**src/rtl/dmem_arbiter.sv**
```systemverilog
// Round-robin, burst-bounded arbiter sharing one data-memory port between two masters.
// Read data from the memory is captured into per-requester registers one cycle after the read beat.
module dmem_arbiter #(
    parameter int AW        = 32,
    parameter int DW        = 32,
    parameter int MAX_BURST = 4
) (
    input  logic          clk,
    input  logic          rst,
    input  logic          req0,
    input  logic          req1,
    input  logic          we0,
    input  logic          we1,
    input  logic [AW-1:0] addr0,
    input  logic [AW-1:0] addr1,
    input  logic [DW-1:0] wdata0,
    input  logic [DW-1:0] wdata1,
    output logic          gnt0,
    output logic          gnt1,
    output logic          rvalid0,
    output logic          rvalid1,
    output logic [DW-1:0] rdata0,
    output logic [DW-1:0] rdata1,
    output logic [AW-1:0] mem_A,
    output logic [DW-1:0] mem_WD,
    output logic          mem_WE,
    input  logic [DW-1:0] mem_RD
);

    localparam int CW = $clog2(MAX_BURST + 1);
    localparam logic [CW-1:0] CNT_MAX  = CW'(MAX_BURST);
    localparam logic [CW-1:0] CNT_LAST = CW'(MAX_BURST - 1);

    typedef enum logic [1:0] {
        IDLE = 2'd0,
        OWN0 = 2'd1,
        OWN1 = 2'd2
    } state_t;

    state_t         state_q, state_d;
    logic [CW-1:0]  cnt_q, cnt_d;
    logic           last_q, last_d;
    logic [1:0]     rvalid_q, rvalid_d;
    logic [1:0][DW-1:0] rdata_q, rdata_d;

    logic [1:0]     req, we, beat;
    logic           own_vld, own_idx;

    assign req     = {req1, req0};
    assign we      = {we1, we0};
    assign own_vld = (state_q != IDLE);
    assign own_idx = (state_q == OWN1);

    generate
        for (genvar gi = 0; gi < 2; gi++) begin : g_req
            assign beat[gi]     = own_vld && (own_idx == 1'(gi)) && req[gi];
            assign rvalid_d[gi] = beat[gi] & ~we[gi];
            assign rdata_d[gi]  = rvalid_d[gi] ? mem_RD : rdata_q[gi];
        end
    endgenerate

    always_comb begin
        state_d = state_q;
        case (state_q)
            IDLE: begin
                // On a tie the requester not served most recently wins.
                if (req0 && req1)  state_d = last_q ? OWN0 : OWN1;
                else if (req0)     state_d = OWN0;
                else if (req1)     state_d = OWN1;
            end
            OWN0: begin
                if (!req0)                           state_d = req1 ? OWN1 : IDLE;
                else if (req1 && cnt_q >= CNT_LAST) state_d = OWN1;
            end
            OWN1: begin
                if (!req1)                           state_d = req0 ? OWN0 : IDLE;
                else if (req0 && cnt_q >= CNT_LAST) state_d = OWN0;
            end
            default: state_d = IDLE;
        endcase
    end

    always_comb begin
        cnt_d  = cnt_q;
        last_d = last_q;
        if (state_d != state_q) begin
            cnt_d = '0;
            if (state_d == OWN0) last_d = 1'b0;
            if (state_d == OWN1) last_d = 1'b1;
        end else if ((|beat) && (cnt_q != CNT_MAX)) begin
            cnt_d = cnt_q + 1'b1;
        end
    end

    always_ff @(posedge clk or posedge rst) begin
        if (rst) begin
            state_q  <= IDLE;
            cnt_q    <= '0;
            last_q   <= 1'b1;
            rvalid_q <= '0;
            rdata_q  <= '0;
        end else begin
            state_q  <= state_d;
            cnt_q    <= cnt_d;
            last_q   <= last_d;
            rvalid_q <= rvalid_d;
            rdata_q  <= rdata_d;
        end
    end

    // The owner drives the address/data nets even on a dead cycle; only mem_WE is gated by the beat.
    assign mem_A   = !own_vld ? '0 : (own_idx ? addr1 : addr0);
    assign mem_WD  = !own_vld ? '0 : (own_idx ? wdata1 : wdata0);
    assign mem_WE  = |(beat & we);

    assign gnt0    = beat[0];
    assign gnt1    = beat[1];
    assign rvalid0 = rvalid_q[0];
    assign rvalid1 = rvalid_q[1];
    assign rdata0  = rdata_q[0];
    assign rdata1  = rdata_q[1];

endmodule

```
**config.mk**
```make
export PLATFORM = sky130hd
export DESIGN_NAME = dmem_arbiter
export DESIGN_NICKNAME = d
export VERILOG_FILES = /design/src/rtl/dmem_arbiter.sv
export SDC_FILE = /design/constraint.sdc
export NUM_CORES = 1
export LEC_CHECK = 0
export BUFFER_PORTS_ARGS = -buffer_cell sky130_fd_sc_hd__clkbuf_2
export CORE_AREA = 10 10 108 110
export CTS_BUF_LIST = sky130_fd_sc_hd__clkbuf_4
export DETAILED_ROUTE_END_ITERATION = 16
export DIE_AREA = 0 0 118 120
export HOLD_SLACK_MARGIN = 0.15
export PLACE_DENSITY = 0.84
export SLEW_MARGIN = 40
export SYNTH_ARGS = -nofsm -noshare
export SYNTH_HDL_FRONTEND = slang
export SYNTH_SLANG_ARGS = --single-unit
```
**constraint.sdc**
```tcl
create_clock -name clk -period 2.9 [get_ports clk]
set_input_delay 0.58 -clock clk [delete_from_list [all_inputs] [get_ports clk]]
set_output_delay 0.58 -clock clk [all_outputs]
set_load 0.02 [all_outputs]
```
==> impl_metrics.json <==
{
  "outcome": "finished, final reports clean",
  "power_leakage_nw": 3.06,
  "clock_latency_ps": 410,
  "timing.critical_path.arrival_ps": 3050,
  "global_route_wire_length_before_repair_um": 22100,
  "ys_async_sr_fraction_pct": 100,
  "share_seq_of_total_power_pct": 36.4,
  "place.gp.congestion": 0.852,
  "setup_viol": 0,
  "synth_top_flop_cell": "dfrtp_1",
  "grt_antenna_before_repair": 1,
  "post_cts_buffers": 0,
  "p_comb_share_pct": 52.4,
  "crit_share_post_route_pct": 93.5,
  "portBuffers": 298,
  "cts_tree": "done",
  "sequential_to_total_area_share_from_yosys_stat_pct": 51.1,
  "layout_setup_ws_ps": 188,
  "timing.slew.headroom_pct": 60.2,
  "syn-cell-area_mm2": 0.00353,
  "net-switching-power_mw": 2.06,
  "layout_min_cycle_time_ps": 2710,
  "maxClockFrequency_mhz": 369,
  "total_of_hold_buffers_inserted_after_clock_tree_synthesis": 0,
  "irDropWorstVdd_v": 0.000336,
  "synth_cell_types": 34,
  "p_int_mw": 2.50,
  "timing.critical_path.to_type": "flop",
  "grt_start_max_net_pins": 65,
  "place.detailed.instances": 747,
  "layout_cell_share_with_drive_strength_beyond_1_pct": 57.2,
  "maximum_capacitance_violations": 0,
  "hold_class": "primary input to async pin",
  "yosysWarningCount": 0,
  "hold_violations": 0,
  "num-fill-cells": 870,
  "cts_buf_count": 9,
  "design_power_total_mw": 4.56,
  "dieHeight_um": 120,
  "grt_setup_unrepaired": "false",
  "fin_skew_ps": 9.14,
  "critical_path_class": "flop to flop",
  "power.clock.fraction_pct": 11.2,
  "design.core.area_mm2": 0.00955,
  "power.density_cell_area_mw_per_mm2": 870,
  "detailed_route_drc_error_count": 0,
  "detailedPlace.worstSlack_ps": 213,
  "globalRouteOverflowTotal": 0,
  "area.growth.synth_to_final_pct": 48.3,
  "io_pins": 299,
  "die-area_mm2": 0.0142,
  "worstPathRequired_ps": 3240,
  "crit_top_cell": "ha_1",
  "post-route-util_pct": 54.8,
  "via_count": 3727,
  "synth_nets": 506,
  "fin_nets": 795,
  "final_antenna_net_count": 0,
  "swShare_pct": 45.2,
  "whs_ps": 202,
  "synth-edff-count": 0,
  "postSynthRegisterBits": 72,
  "cts.sink_count": 72,
  "layoutNonFillerInstCount": 763,
  "placed_cell_area_mm2": 0.00513,
  "clk_path_buf_depth": 2,
  "rows": 36,
  "netlist_instances": 336,
  "dr.pass1.iters": 4,
  "cpPeakStageDelay_ps": 470,
  "cts-htree-levels": 3,
  "crit_chain": "ha_1 -> ha_1 -> a211o_1 -> o211a_1 -> o311ai_0 -> ha_1 -> nor3_2 -> mux2_4",
  "detailedRoute.firstIterationViolations": 172,
  "fin_setup_tns_ps": 0,
  "grt_pass1_vias": 4059,
  "worst-slew-pin-transition_ps": 597,
  "critical_path.startpoint_type": "flop",
  "cp_max_fo": 6,
  "timing.critical_path.slowest_stage_cell": "o311ai_0",
  "detail_route.wl_per_cell_um": 19.0,
  "finalMaxSlewViolations": 0,
  "clk_pin_slew_ps": 110,
  "wl_um": 14500,
  "die_width_um": 118,
  "postLayoutCellArea_mm2": 0.00524,
  "grt_use_total_pct": 19.6,
  "initial_core_util_pct": 37.0,
  "cts-resized-gates": 0,
  "detailedPlacementHpwl_um": 12300,
  "avgSynthCellArea_um2": 10.5,
  "cts-root-buf": "clkbuf_4",
  "detail_route.vias_per_cell": 4.88
}
routing by layer:
metal  up-vias  track usage, %  routed length (um)
met4         0            8.27                 394
met1      1753            18.8                4990
met2       188            36.9                7830
met5         -               0                   0
met3        31            7.17                1300
li1       1755               -                   -
layout by cell type, fill, tap and decap left out, drive strengths merged, types with 3 or more instances in the layout:
cell | synthesis | routed
nor2 | 7 | 7
inv | 10 | 10
ha | 4 | 4
buf | 14 | 6
a22o | 65 | 65
nand2 | 101 | 101
clkbuf | 12 | 309
dfrtp | 71 | 71
clkinv | 0 | 3
mux2 | 33 | 33
worst max-delay path, delay by kind of cell (launching register included):
family,cells,cell delay (ps)
muxes,1,310
and+or+nand+nor,1,220
AOI/OAI and AO/OA,3,950
DFF,1,430
adders and majority gates,3,720
layout make-up:
class / count / area (um2) / area share [%]
well taps: 133 / 166 / 3.18
flip-flops and latches: 72 / 1800 / 34.5
diodes: 1 / 2.50 / 0.0478
repair buffers: 304 / 1550 / 29.6
clock inverters: 4 / 22.5 / 0.430
clock buffers: 11 / 82.6 / 1.58
inverters: 10 / 37.5 / 0.717
multi-input cells: 228 / 1570 / 30.0
Yosys cell counts (2+ instances only):
cell type | instances | share of area [%]
a211oi_1 | 2 | 0.43
a22o_1 | 65 | 16
buf_2 | 9 | 1.3
buf_4 | 3 | 0.64
clkbuf_1 | 12 | 1.3
dfrtp_1 | 71 | 50
ha_1 | 4 | 1.4
inv_1 | 9 | 0.96
mux2_2 | 31 | 9.9
nand2_1 | 101 | 11
nor2_1 | 6 | 0.64
cells by family (layout without fill, tap and decap cells):
group | after synthesis | in the layout | synth area share [%]
multiplexers | 34 | 34 | 10.9
XOR/XNOR | 1 | 1 | 0.248
adder cells (fa/ha/maj) | 4 | 4 | 1.42
flip-flops | 72 | 72 | 51.1
buffers and inverters | 36 | 329 | 4.68
AND/OR/NAND/NOR | 115 | 115 | 13.4
AO/OA/AOI/OAI | 74 | 74 | 18.2
other | 0 | 1 | 0
state kept, by name, indices dropped and copies added, names as in the netlist:
| register | flops |
|---|---|
| rdata0 | 32 |
| rdata1 | 32 |
| cnt_q | 3 |
| rvalid_q | 2 |
| state_q | 2 |
| last_q | 1 |
power by group through the flow:
stage	clock, mW	combinational [mW]	sequential (mW)
after floorplan	0	1.01	2.13
after global placement	0	2.37	1.65
after detailed placement	0	2.42	1.68
after CTS	0.533	2.43	1.66
after global routing	0.578	2.57	1.71
final	0.510	2.39	1.66
final timing paths:
kind,from,end,slack (ps),cells past startpoint
max in group asynchronous,rst,last_q,1930,3
hold reg to reg,rdata0[17],rdata0[17],490,2
setup / recovery,cnt_q[0],last_q,190,8
min in group clk,mem_RD[8],rdata0[8],370,3
setup reg to reg,cnt_q[0],last_q,190,8
hold / removal,rst,rdata0[26],200,2
No activity file was read; power rests on OpenSTA's default activity.
